## src/rtl/ps2_pkg.sv

```systemverilog
// rtl/ps2_pkg.sv - shared FSM state type and scan-code constants for the PS/2 keyboard receiver
package ps2_pkg;

  typedef enum logic [1:0] {
    ST_IDLE,
    ST_DATA,
    ST_PARITY,
    ST_STOP
  } ps2_state_e;

  localparam logic [7:0] BREAK_CODE = 8'hF0;
  localparam logic [7:0] EXT_CODE   = 8'hE0;
  localparam int         DATA_BITS  = 8;

  // True when data byte plus parity bit hold an odd number of ones.
  function automatic logic odd_parity_ok(input logic [7:0] data, input logic par);
    return ^{data, par};
  endfunction

endpackage

```

## src/rtl/ps2_clk_filter.sv

```systemverilog
// rtl/ps2_clk_filter.sv - 2-FF synchronizers, PS/2 clock glitch filter and falling-edge detect
module ps2_clk_filter #(
  parameter int FILTER_LEN = 8
) (
  input  logic clk,
  input  logic rst_n,
  input  logic ps2_clk,
  input  logic ps2_data,
  output logic data_sync,
  output logic fall_edge
);

  logic [1:0]            clk_sync_q, clk_sync_d;
  logic [1:0]            data_sync_q, data_sync_d;
  logic [FILTER_LEN-1:0] hist_q, hist_d;
  logic                  filt_q, filt_d;
  logic                  filt_prev_q, filt_prev_d;

  // The filtered level flips only once the whole sample window agrees.
  always_comb begin
    clk_sync_d  = {clk_sync_q[0], ps2_clk};
    data_sync_d = {data_sync_q[0], ps2_data};
    hist_d      = {hist_q[FILTER_LEN-2:0], clk_sync_q[1]};
    filt_prev_d = filt_q;
    filt_d      = filt_q;
    if (&hist_d) begin
      filt_d = 1'b1;
    end else if (~|hist_d) begin
      filt_d = 1'b0;
    end
  end

  always_ff @(posedge clk) begin
    if (!rst_n) begin
      clk_sync_q  <= '1;
      data_sync_q <= '1;
      hist_q      <= '1;
      filt_q      <= 1'b1;
      filt_prev_q <= 1'b1;
    end else begin
      clk_sync_q  <= clk_sync_d;
      data_sync_q <= data_sync_d;
      hist_q      <= hist_d;
      filt_q      <= filt_d;
      filt_prev_q <= filt_prev_d;
    end
  end

  assign data_sync = data_sync_q[1];
  assign fall_edge = filt_prev_q & ~filt_q;

endmodule

```

## src/rtl/ps2_keyboard.sv

```systemverilog
// rtl/ps2_keyboard.sv - PS/2 keyboard frame receiver and make/break decoder; PS2_PARITY_CHECK_EN enables odd-parity checking
module ps2_keyboard #(
  parameter int FILTER_LEN     = 8,
  parameter int TIMEOUT_CYCLES = 10000
) (
  input  logic       clk,
  input  logic       rst_n,
  input  logic       ps2_clk,
  input  logic       ps2_data,
  output logic       key_pressed,
  output logic       key_released,
  output logic [7:0] last_pressed,
  output logic       extended,
  output logic       frame_err
);
  import ps2_pkg::*;

  localparam int            TW           = $clog2(TIMEOUT_CYCLES + 1);
  localparam logic [TW-1:0] TIMEOUT_LAST = TW'(TIMEOUT_CYCLES - 1);
  localparam logic [2:0]    LAST_BIT     = 3'(DATA_BITS - 1);

  logic data_sync, fall_edge, byte_ok;

  ps2_state_e    state_q, state_d;
  logic [2:0]    bit_cnt_q, bit_cnt_d;
  logic [7:0]    shift_q, shift_d;
  logic [TW-1:0] timer_q, timer_d;
  logic          ext_pend_q, ext_pend_d;
  logic          brk_pend_q, brk_pend_d;
  logic          pressed_q, pressed_d;
  logic          released_q, released_d;
  logic          err_q, err_d;
  logic [7:0]    last_q, last_d;
  logic          ext_q, ext_d;

  ps2_clk_filter #(.FILTER_LEN(FILTER_LEN)) u_filter (
    .clk       (clk),
    .rst_n     (rst_n),
    .ps2_clk   (ps2_clk),
    .ps2_data  (ps2_data),
    .data_sync (data_sync),
    .fall_edge (fall_edge)
  );

`ifdef PS2_PARITY_CHECK_EN
  logic par_q, par_d;
  assign byte_ok = data_sync & odd_parity_ok(shift_q, par_q);
`else
  assign byte_ok = data_sync;
`endif

  always_comb begin
    state_d    = state_q;
    bit_cnt_d  = bit_cnt_q;
    shift_d    = shift_q;
    timer_d    = '0;
    ext_pend_d = ext_pend_q;
    brk_pend_d = brk_pend_q;
    pressed_d  = 1'b0;
    released_d = 1'b0;
    err_d      = 1'b0;
    last_d     = last_q;
    ext_d      = ext_q;
`ifdef PS2_PARITY_CHECK_EN
    par_d      = par_q;
`endif
    if (state_q != ST_IDLE && !fall_edge) begin
      timer_d = timer_q + TW'(1);
    end
    case (state_q)
      ST_IDLE: begin
        if (fall_edge && !data_sync) begin
          state_d   = ST_DATA;
          bit_cnt_d = '0;
          shift_d   = '0;
        end
      end
      ST_DATA: begin
        if (fall_edge) begin
          shift_d   = {data_sync, shift_q[7:1]};
          bit_cnt_d = bit_cnt_q + 3'd1;
          if (bit_cnt_q == LAST_BIT) begin
            state_d = ST_PARITY;
          end
        end
      end
      ST_PARITY: begin
        if (fall_edge) begin
`ifdef PS2_PARITY_CHECK_EN
          par_d = data_sync;
`endif
          state_d = ST_STOP;
        end
      end
      ST_STOP: begin
        if (fall_edge) begin
          state_d = ST_IDLE;
          if (!byte_ok) begin
            err_d = 1'b1;
          end else if (shift_q == EXT_CODE) begin
            ext_pend_d = 1'b1;
          end else if (shift_q == BREAK_CODE) begin
            brk_pend_d = 1'b1;
          end else if (brk_pend_q) begin
            released_d = 1'b1;
            brk_pend_d = 1'b0;
            ext_pend_d = 1'b0;
          end else begin
            pressed_d  = 1'b1;
            last_d     = shift_q;
            ext_d      = ext_pend_q;
            ext_pend_d = 1'b0;
          end
        end
      end
      default: state_d = ST_IDLE;
    endcase
    // A stalled frame is dropped silently; decoder state and outputs are untouched.
    if (state_q != ST_IDLE && !fall_edge && timer_q == TIMEOUT_LAST) begin
      state_d   = ST_IDLE;
      bit_cnt_d = '0;
      shift_d   = '0;
      timer_d   = '0;
    end
  end

  always_ff @(posedge clk) begin
    if (!rst_n) begin
      state_q    <= ST_IDLE;
      bit_cnt_q  <= '0;
      shift_q    <= '0;
      timer_q    <= '0;
      ext_pend_q <= 1'b0;
      brk_pend_q <= 1'b0;
      pressed_q  <= 1'b0;
      released_q <= 1'b0;
      err_q      <= 1'b0;
      last_q     <= '0;
      ext_q      <= 1'b0;
`ifdef PS2_PARITY_CHECK_EN
      par_q      <= 1'b0;
`endif
    end else begin
      state_q    <= state_d;
      bit_cnt_q  <= bit_cnt_d;
      shift_q    <= shift_d;
      timer_q    <= timer_d;
      ext_pend_q <= ext_pend_d;
      brk_pend_q <= brk_pend_d;
      pressed_q  <= pressed_d;
      released_q <= released_d;
      err_q      <= err_d;
      last_q     <= last_d;
      ext_q      <= ext_d;
`ifdef PS2_PARITY_CHECK_EN
      par_q      <= par_d;
`endif
    end
  end

  assign key_pressed  = pressed_q;
  assign key_released = released_q;
  assign frame_err    = err_q;
  assign last_pressed = last_q;
  assign extended     = ext_q;

endmodule

```

## config.mk

```make
export PLATFORM = sky130hd
export DESIGN_NAME = ps2_keyboard
export DESIGN_NICKNAME = d
export VERILOG_FILES = /design/src/rtl/ps2_pkg.sv /design/src/rtl/ps2_clk_filter.sv /design/src/rtl/ps2_keyboard.sv
export SDC_FILE = /design/constraint.sdc
export NUM_CORES = 1
export LEC_CHECK = 0
export CORE_ASPECT_RATIO = 1.75
export CORE_MARGIN = 2
export CORE_UTILIZATION = 60
export DETAILED_ROUTE_END_ITERATION = 16
export GPL_ROUTABILITY_DRIVEN = 0
export PLACE_DENSITY_LB_ADDON = 0.12
export SYNTH_ARGS = -nofsm -noshare
export SYNTH_HDL_FRONTEND = slang
export SYNTH_HIERARCHICAL = 1
export SYNTH_SLANG_ARGS = --single-unit
export TNS_END_PERCENT = 1
```

## constraint.sdc

```tcl
create_clock -name clk -period 4 [get_ports clk]
set_input_delay 0.4 -clock clk [delete_from_list [all_inputs] [get_ports clk]]
set_output_delay 0.4 -clock clk [all_outputs]
set_load 0.03 [all_outputs]
```

==> metrics.txt, run 1 <==
outcome=complete, no violations; Worst-Margin Slew=0.950 ns; Slew Limit Fails=0; Reg-to-Reg End=state_q[0]; worst reg-to-reg path cell count=4; Setup Buffers After CTS=0; Int Power=approximately 0.7 mW; Detailed Place HPWL=2560 um; Num CTS Buffers=5; Routed WL=between 3000 and 4000 um; P_sw=0.183 mW; Post-Syn Area=between 2000 and 2500 um2; Avg Cell Area, Syn=about 9.1 um2; HP Start=u_filter/data_sync_q[0]; PortBufs=15; Final WS setup=1.86 ns; Distinct cells, synth=36; Top Ports=16; clock share of power=between 30% and 40%; chip height=83.3 um; Die W=49.3 um; grt total ovfl=0; Startpoint Class=flip-flop; CP Capture Type=flip-flop; TritonRoute pass-1 iters=4; Crit Path Class=flip-flop to flip-flop; Critical Path RT=roughly 4.2 ns; endpoints failing hold=0; antenna violations before repair=0; register area share after synthesis=50.2%; leak pwr=0.792 nW; root buf cell=clkbuf_8; via count=approximately 1600; buffer depth of the longest clock path=2; clock skew=0.0109 ns; pre-CTS setup slack=approximately 1.9 ns; final critical-path required period=2.14 ns; Hold Crit Depth=1; Critical Path AT=2.31 ns; CTS clk-pin slew, worst paths=~0.10 ns; Hold Path Sink=u_filter/data_sync_q[1]; DRC=0; die area=4110 um2; Setup TNS=0 ns; Resized Gates After CTS=0; VDD IR max=about 310 uV; vias per std cell=roughly 5.5; vias in the first global route=1401; Switching Fraction=approximately 21%; CP Max Fanout=13; TritonCTS clock tree=done; DR iter-0 viols=41; first-pass GRT wire length=5840 um; clock latency on the worst-skew pair=0.31 ns; Hold Crit Class=flip-flop to flip-flop; CTS Hold Bufs=0; CTS H-Tree Depth=2; fmax=468 MHz; combinational share of power=approximately 1.8%; Reg power frac=61.0%; largest net degree at the start of global routing=24; Initial Util=63.4%; # diodes=0; layout cells sized above 1=5.98%; CTS sink count=54; Core Region=3400 um2; PD cells=366 nW/um2; Max-slew headroom=approximately 37%; reg-to-reg critical path startpoint=timer_q[6]; GRT Overall Usage=18.3%; Max-Cap Viols=0; WL/cell=approximately 12 um; Synth Register Bits=54; Final period util=53.4%; # rows=28; Final #Nets=262; synth warn=6; Post-Synthesis Cells=237; final setup fails=0; reg-to-reg slack, setup=approximately 1.9 ns; RSZ-0062 raised after global routing=no; Layout area overhead=12.7%; Mapped Nets=249; Routed Antenna Nets=0
==> layout make-up <==
type | count | area, um2
clock buffer | 7 | 96.3
clock inverter | 1 | 8.76
fill | 287 | 971
inverter | 6 | 22.5
multi-input combinational | 166 | 997
sequential | 54 | 1080
tap | 45 | 56.3
timing repair buffer | 17 | 165
==> worst max-delay path, stage by stage, from the launching register on <==
cell	delay [ns]
dfxtp_1	0.36
or4b_1	0.53
or4_4	0.55
o31ai_4	0.47
a211oi_1	0.10
==> cell usage after synthesis <==
| cell | count | area share, % |
|---|---|---|
| or4_1 | 2 | 0.70 |
| o211ai_1 | 1 | 0.35 |
| and4b_1 | 1 | 0.46 |
| or4_4 | 1 | 0.52 |
| or4b_1 | 2 | 0.93 |
| nand3_1 | 15 | 3.5 |
| nand2_1 | 27 | 4.7 |
| inv_1 | 6 | 1.0 |
| nor2_1 | 25 | 4.4 |
| o31ai_4 | 1 | 0.99 |
| nor4_1 | 4 | 1.2 |
| o21ai_0 | 12 | 2.8 |
| dfxtp_1 | 54 | 50 |
| xor2_1 | 1 | 0.41 |
| and2_1 | 1 | 0.29 |
| and3_1 | 1 | 0.29 |
| nor2b_1 | 2 | 0.58 |
| buf_6 | 1 | 0.52 |
| buf_4 | 1 | 0.35 |
| nand2b_1 | 14 | 4.1 |
| a211oi_1 | 1 | 0.35 |
| a41oi_1 | 1 | 0.41 |
| nor3_1 | 4 | 0.93 |
| ha_1 | 8 | 4.6 |
| a311oi_2 | 1 | 0.70 |
| or3b_2 | 1 | 0.41 |
| a221oi_1 | 1 | 0.41 |
| clkbuf_1 | 8 | 1.4 |
| nand4_1 | 13 | 3.8 |
| xnor2_1 | 11 | 4.5 |
| a21oi_1 | 11 | 2.6 |
| nor4b_1 | 1 | 0.41 |
| mux2i_1 | 1 | 0.46 |
| buf_2 | 1 | 0.23 |
| o21ai_1 | 1 | 0.23 |
| o21ba_2 | 1 | 0.46 |
==> metal layers <==
metal / up-vias / GRT usage, % / part of all wire [%]
met4: 0 / 7.79 / 1.8
li1: 842 / - / -
met1: 747 / 18.3 / 41
met5: - / 0 / 0
met3: 5 / 4.32 / 3.4
met2: 29 / 34.5 / 54
==> registers in the layout, indices dropped and copies added, names as in the netlist, 2 cells and up <==
signal                count
timer_q                  14
last_pressed              8
shift_q                   8
u_filter/hist_q           7
bit_cnt_q                 3
state_q                   2
u_filter/clk_sync_q       2
u_filter/data_sync_q      2
==> per-stage QoR <==
step	utilization, %	power [mW]	hold WS [ns]	instances	instance area, um2
6_report	71.4	0.887	0.420	296	2430
2_1_floorplan	-	0.564	0.386	237	2150
4_1_cts	71.4	0.895	0.425	296	2430
3_3_place_gp	68.3	0.570	0.393	288	2320
3_5_place_dp	68.3	0.570	0.403	288	2320
5_1_grt	71.4	0.915	0.462	296	2430
==> power by group through the flow <==
stage / logic [mW] / registers, mW / clock network [mW]
after floorplan: 0.0108 / 0.553 / 0
after global placement: 0.0159 / 0.554 / 0
after detailed placement: 0.0159 / 0.554 / 0
after CTS: 0.0160 / 0.541 / 0.337
after global routing: 0.0176 / 0.542 / 0.355
final: 0.0159 / 0.541 / 0.330
==> kinds of logic after synthesis <==
kind of cell | share of synthesized area (%)
AOI/OAI and AO/OA | 9.23
xor gates and xnor gates | 4.88
adders and majority gates | 4.65
buffers and inverters | 3.54
DFF | 50.2
muxes | 0.465
and+or+nand+nor | 27.1
==> how the worst max path moves through the flow <==
stage,startpoint,endpoint,slack (ns)
final,timer_q[6],state_q[0],1.86
after global routing,timer_q[0],timer_q[11],1.77
after CTS,timer_q[6],state_q[0],1.87
after detailed placement,rst_n,timer_q[5],1.85
after global placement,timer_q[6],shift_q[7],1.88
after floorplan,timer_q[6],shift_q[7],2.08
==> cells in the final DEF (no fill, tap or decap), types with 2 or more instances in the layout <==
master	instances
clkbuf_8	7
a21oi_1	11
or4b_1	2
xnor2_1	11
nand2_1	27
buf_4	2
or4_1	2
clkdlybuf4s50_1	15
nand4_1	13
dfxtp_1	54
o21ai_0	12
nand2b_1	14
ha_1	8
nor2b_1	2
nor4_1	4
nor2_1	25
inv_1	6
nor3_1	4
nand3_1	15
No activity file was read; power rests on OpenSTA's default activity.
==> run 2: changes to the inputs <==
- CORE_UTILIZATION: 60 -> 51
- clock period: 4 -> 1.9 ns (I/O delays scaled with it)
==> metrics.txt, run 2 (synthesis gave the netlist of run 1 again) <==
outcome=complete, but fails checks (was complete, no violations); failing checks=negative setup slack; number of flip-flops in the largest register=14 (unchanged); die area=4780 um2 (was 4110 um2); clock share of power=35.4% (was 37.2%); via count=1690 (was 1623); CP Max Fanout=5 (was 13); CP max stage cell=or4_4 (unchanged); Num CTS Buffers=5 (unchanged); Layout area overhead=19.6% (was 12.7%); leak pwr=0.878 nW (was 0.792 nW); Int Power=1.42 mW (was 0.704 mW); Reg-to-Reg End=shift_q[7] (was state_q[0]); Core Region=4110 um2 (was 3400 um2); HP Start=u_filter/data_sync_q[0] (unchanged); VDD IR max=669 uV (was 313 uV); Final WS setup=-0.0453 ns (was 1.86 ns); placed cell areas=2470 um2 (was 2320 um2); fmax=514 MHz (was 468 MHz); Worst-Margin Slew=0.700 ns (was 0.950 ns); DRC=0 (unchanged); combinational share of power=2.3% (was 1.8%); worst reg-to-reg path cell count=5 (was 4); pre-CTS setup slack=-0.0485 ns (was 1.85 ns); clock skew=0.00395 ns (was 0.0109 ns); WL/cell=12.3 um (was 12.1 um); Die W=53.1 um (was 49.3 um); final setup fails=12 (was 0); CP Capture Type=flip-flop (unchanged); CTS clk-pin slew, worst paths=0.10 ns (about the same); Switching Fraction=22.2% (was 20.6%); Max-slew headroom=53.3% (was 36.7%); buffer depth of the longest clock path=2 (unchanged); Critical Path RT=2.10 ns (was 4.17 ns); Top Ports=16 (unchanged); PortBufs=15 (unchanged); reg-to-reg critical path startpoint=timer_q[6] (unchanged); clock latency on the worst-skew pair=0.31 ns (about the same); vias in the first global route=1729 (was 1401); vias per std cell=5.33 (was 5.48); Detailed Place HPWL=2950 um (was 2560 um); # fillers=388 (was 287); first-pass GRT wire length=7250 um (was 5840 um); chip height=90.0 um (was 83.3 um); Reg power frac=62.2% (was 61.0%); PD cells=710 nW/um2 (was 366 nW/um2); cells along the critical path=or4b_1 -> or4_4 -> o31ai_4 -> buf_4 -> a21oi_1 (was or4b_1 -> or4_4 -> o31ai_4 -> a211oi_1); TritonRoute pass-1 iters=4 (unchanged); Initial Util=52.4% (was 63.4%); Routed WL=3900 um (was 3580 um); Hold Crit Depth=1 (unchanged); design area=2580 um2 (was 2430 um2); Max-Cap Viols=0 (unchanged); # diodes=0 (unchanged); Core Util, Final=62.7% (was 71.4%); final critical-path required period=1.95 ns (was 2.14 ns); Hold Worst Slack=0.417 ns (was 0.420 ns); RSZ-0062 raised after global routing=yes (was no); Critical Path AT=2.15 ns (was 2.31 ns); Slew Limit Fails=0 (unchanged); DR iter-0 viols=35 (was 41); root buf cell=clkbuf_8 (unchanged); Final period util=102% (was 53.4%); # rows=31 (was 28); P_sw=0.407 mW (was 0.183 mW); commonest cells after routing, fill and taps aside=dfxtp_1, nand2_1, nor2_1 (unchanged); GRT Overall Usage=19.5% (was 18.3%); Crit Path Class=flip-flop to flip-flop (unchanged); largest net degree at the start of global routing=23 (was 24); reg-to-reg slack, setup=-0.05 ns (was 1.86 ns); CTS Hold Bufs=0 (unchanged); most flop-heavy register=timer_q (unchanged); Setup Buffers After CTS=0 (unchanged); CP max stage delay=0.54 ns (was 0.55 ns); endpoints failing hold=0 (unchanged); TritonCTS clock tree=done (unchanged); Routed Antenna Nets=0 (unchanged); commonest non-fill, non-tap cell in the layout=dfxtp_1 (unchanged); CTS sink count=54 (unchanged); CTS H-Tree Depth=2 (unchanged); Hold Crit Class=flip-flop to flip-flop (unchanged); Hold Path Sink=u_filter/data_sync_q[1] (unchanged); Startpoint Class=flip-flop (unchanged); antenna violations before repair=0 (unchanged); grt total ovfl=0 (unchanged); Final #Nets=279 (was 262); layout cells sized above 1=12.3% (was 5.98%)
run 2: cell types whose count changed in the layout (fill, tap and decap cells not counted), sizes merged:
cell / previous run / this run
inv: 6 / 7
clkinvlp: 0 / 1
clkbuf: 7 / 5
buf: 2 / 19
run 2: repair_timing:
item                                    in CTS  in global routing
gates cloned                                 0                  0
pin swaps                                    0                  1
endpoints found under the setup margin      21                 23
resized for setup                            2                  1
hold endpoints to repair                     0                  0
run 2: how the worst max path moves through the flow:
stage | slack (ns) | startpoint | cells after the start | to
final | -0.05 | timer_q[6] | 5 | shift_q[7]
after global routing | -0.10 | timer_q[6] | 5 | shift_q[1]
after CTS | -0.05 | timer_q[6] | 5 | shift_q[7]
after detailed placement | -0.05 | state_q[1] | 4 | last_pressed[6]
after global placement | 0.0009 | timer_q[6] | 5 | state_q[1]
after floorplan | -0.02 | timer_q[6] | 5 | shift_q[7]
run 2: routing by layer:
layer / wire length, um / track usage [%] / vias to the layer above
met1: 1520 / 21.1 / 775
met2: 2160 / 34.9 / 29
li1: - / - / 879
met5: 0 / 0 / -
met3: 110 / 3.82 / 7
met4: 108 / 8.12 / 0
run 2: worst max-delay path, delay by kind of cell, from the launching register on:
family                 cells  cell delay [ns]
and+or+nand+nor            2             1.05
AOI/OAI and AO/OA          2             0.28
buffers and inverters      1             0.19
DFF                        1             0.32
run 2: through the flow:
stage          TNS [ns]  total power [mW]  instances
2_1_floorplan    -0.163              1.19        237
3_3_place_gp          0              1.21        309
3_5_place_dp     -0.563              1.21        309
4_1_cts          -0.434              1.85        317
5_1_grt           -1.21              1.89        317
6_report         -0.320              1.83        317
run 2: area by class of cell:
cell class	instances	area [um2]	share of cell area [%]
inverter	6	22.5	0.874
multi-input combinational	166	1010	39.1
clock buffer	5	68.8	2.67
tap	49	61.3	2.38
sequential	54	1080	42.0
timing repair buffer	34	309	12.0
clock inverter	3	25.0	0.971
run 2: power groups by stage:
| stage | Sequential (mW) | Combinational [mW] | Clock, mW |
|---|---|---|---|
| finish | 1.14 | 0.0423 | 0.648 |
| floorplan | 1.16 | 0.0227 | 0 |
| detailed placement | 1.16 | 0.0422 | 0 |
| global route | 1.14 | 0.0477 | 0.704 |
| CTS | 1.14 | 0.0429 | 0.668 |
| global placement | 1.16 | 0.0418 | 0 |
==> run 3: changes to the inputs <==
--- a/config.mk
+++ b/config.mk
@@ -7,2 +7,3 @@
 export LEC_CHECK = 0
+export CAP_MARGIN = 40
 export CORE_ASPECT_RATIO = 1.75
@@ -13,2 +14,3 @@
 export PLACE_DENSITY_LB_ADDON = 0.12
+export SLEW_MARGIN = 25
 export SYNTH_ARGS = -nofsm -noshare
--- a/constraint.sdc
+++ b/constraint.sdc
@@ -3,2 +3,2 @@
 set_output_delay 0.19 -clock clk [all_outputs]
-set_load 0.03 [all_outputs]
+set_load 0.01 [all_outputs]
==> metrics.txt, run 3 (synthesis gave the netlist of run 1 again) <==
outcome=complete, but fails checks (unchanged); failing checks=negative setup slack (unchanged); TritonCTS clock tree=done (unchanged); Die W=53.1 um (unchanged); Num CTS Buffers=5 (unchanged); commonest cells after routing, fill and taps aside=dfxtp_1, nand2_1, nor2_1 (unchanged); DRC=0 (unchanged); Critical Path RT=2.10 ns (about the same); Hold Path Sink=u_filter/data_sync_q[1] (unchanged); # rows=31 (unchanged); final critical-path required period=1.95 ns (about the same); number of flip-flops in the largest register=14 (unchanged); CTS Hold Bufs=0 (unchanged); reg-to-reg slack, setup=-0.05 ns (about the same); clock skew=0.00421 ns (was 0.00395 ns); leak pwr=0.887 nW (was 0.878 nW); commonest non-fill, non-tap cell in the layout=dfxtp_1 (unchanged); Buf+Inv Stages, Crit Path=1 (unchanged); reg-to-reg critical path startpoint=timer_q[6] (unchanged); Top Ports=16 (unchanged); Reg area=1080 um2 (about the same); Startpoint Class=flip-flop (unchanged); Setup Buffers After CTS=0 (unchanged); Final period util=103% (was 102%); antenna violations before repair=0 (unchanged); design area=2600 um2 (was 2580 um2); WL/cell=12.1 um (was 12.3 um); HP Start=u_filter/data_sync_q[0] (unchanged); die area=4780 um2 (unchanged); root buf cell=clkbuf_8 (unchanged); largest net degree at the start of global routing=23 (unchanged); grt total ovfl=0 (unchanged); buffer depth of the longest clock path=2 (unchanged); CP delay by family, top=simple AND/OR/NAND/NOR gates (unchanged); Final #Nets=280 (was 279); endpoints failing hold=0 (unchanged); DR iter-0 viols=27 (was 35); Detailed Place HPWL=2890 um (was 2950 um); Setup TNS=-0.425 ns (was -0.320 ns); TritonRoute pass-1 iters=4 (unchanged); Crit Path Class=flip-flop to flip-flop (unchanged); CTS H-Tree Depth=2 (unchanged); RSZ-0062 raised after global routing=yes (unchanged); most flop-heavy register=timer_q (unchanged); final setup fails=12 (unchanged); cells along the critical path=or4b_1 -> or4_4 -> o31ai_4 -> buf_4 -> a21oi_1 (unchanged); area of the multi-input gates=1000 um2 (was 1010 um2); Initial Util=52.4% (unchanged); Routed WL=3860 um (was 3900 um); pre-CTS setup slack=-0.0535 ns (was -0.0485 ns); Max-Cap Viols=0 (unchanged); CP Capture Type=flip-flop (unchanged); Critical Path AT=2.15 ns (about the same); fmax=513 MHz (was 514 MHz); clock latency on the worst-skew pair=0.30 ns (was 0.31 ns); vias in the first global route=1704 (was 1729); worst reg-to-reg path cell count=5 (unchanged); layout cells sized above 1=12.6% (was 12.3%); Max-slew headroom=69.1% (was 53.3%); # diodes=0 (unchanged); Routed Antenna Nets=0 (unchanged); PD cells=747 nW/um2 (was 710 nW/um2); CP Max Fanout=5 (unchanged); Worst-Margin Slew=0.464 ns (was 0.700 ns); Stages on worst setup path=5 (unchanged); Reg-to-Reg End=shift_q[7] (unchanged); CTS sink count=54 (unchanged); vias per std cell=5.33 (about the same); first-pass GRT wire length=7110 um (was 7250 um); Layout area overhead=20.6% (was 19.6%); chip height=90.0 um (unchanged); CP max stage delay=0.55 ns (was 0.54 ns); PortBufs=15 (unchanged); Hold Worst Slack=0.414 ns (was 0.417 ns); # fillers=378 (was 388); via count=1695 (was 1690); Hold Crit Depth=1 (unchanged); CP max stage cell=or4_4 (unchanged); Slew Limit Fails=0 (unchanged); Core Region=4110 um2 (unchanged); Final WS setup=-0.0478 ns (was -0.0453 ns); CTS clk-pin slew, worst paths=0.10 ns (about the same); placed cell areas=2470 um2 (about the same); GRT Overall Usage=19.3% (was 19.5%); Hold Crit Class=flip-flop to flip-flop (unchanged); VDD IR max=643 uV (was 669 uV)
## run 3: final cells by class
type	count	share of cell area [%]
Multi-Input combinational cell	166	38.6
Clock buffer	5	2.65
Tap cell	49	2.36
Clock inverter	3	1.73
Inverter	6	0.867
Sequential cell	54	41.6
Timing Repair Buffer	35	12.2
## run 3: power by group
group / internal [mW] / total [mW] / switching (mW)
Clock: 0.392 / 0.762 / 0.370
Sequential: 1.14 / 1.14 / 0.00199
Combinational: 0.0194 / 0.0423 / 0.0228
## run 3: what timing repair did
| action | CTS | global route |
|---|---|---|
| endpoints found under the setup margin | 12 | 25 |
| endpoints found under the hold margin | 0 | 0 |
| cloned | 0 | 0 |
| gates resized for setup | 1 | 1 |
## run 3: metrics by stage
stage	power (mW)	std cells	util [%]
final	1.94	318	63.2
after global placement	1.21	309	60.0
after detailed placement	1.21	310	60.2
after global routing	2.01	318	63.2
after CTS	1.96	318	63.1
after floorplan	1.19	237	-
## run 3: layer usage
| layer | GRT usage [%] | part of all wire, % |
|---|---|---|
| met1 | 21.3 | 40 |
| met2 | 34.8 | 56 |
| met3 | 3.65 | 2.2 |
| met4 | 7.05 | 1.9 |
| met5 | 0 | 0 |
## run 3: worst max-delay path by stage
stage	slack (ns)	from	end
CTS	-0.05	timer_q[6]	shift_q[5]
global route	-0.11	timer_q[6]	shift_q[6]
detailed placement	-0.05	timer_q[6]	state_q[1]
finish	-0.05	timer_q[6]	shift_q[7]
floorplan	-0.02	timer_q[6]	shift_q[7]
global placement	0.0009	timer_q[6]	state_q[1]
## run 3: worst register-to-register path, cell delays in order (launching register included)
cell     delay [ns]
dfxtp_1        0.32
or4b_1         0.52
or4_4          0.55
o31ai_4        0.24
buf_4          0.18
a21oi_1        0.04
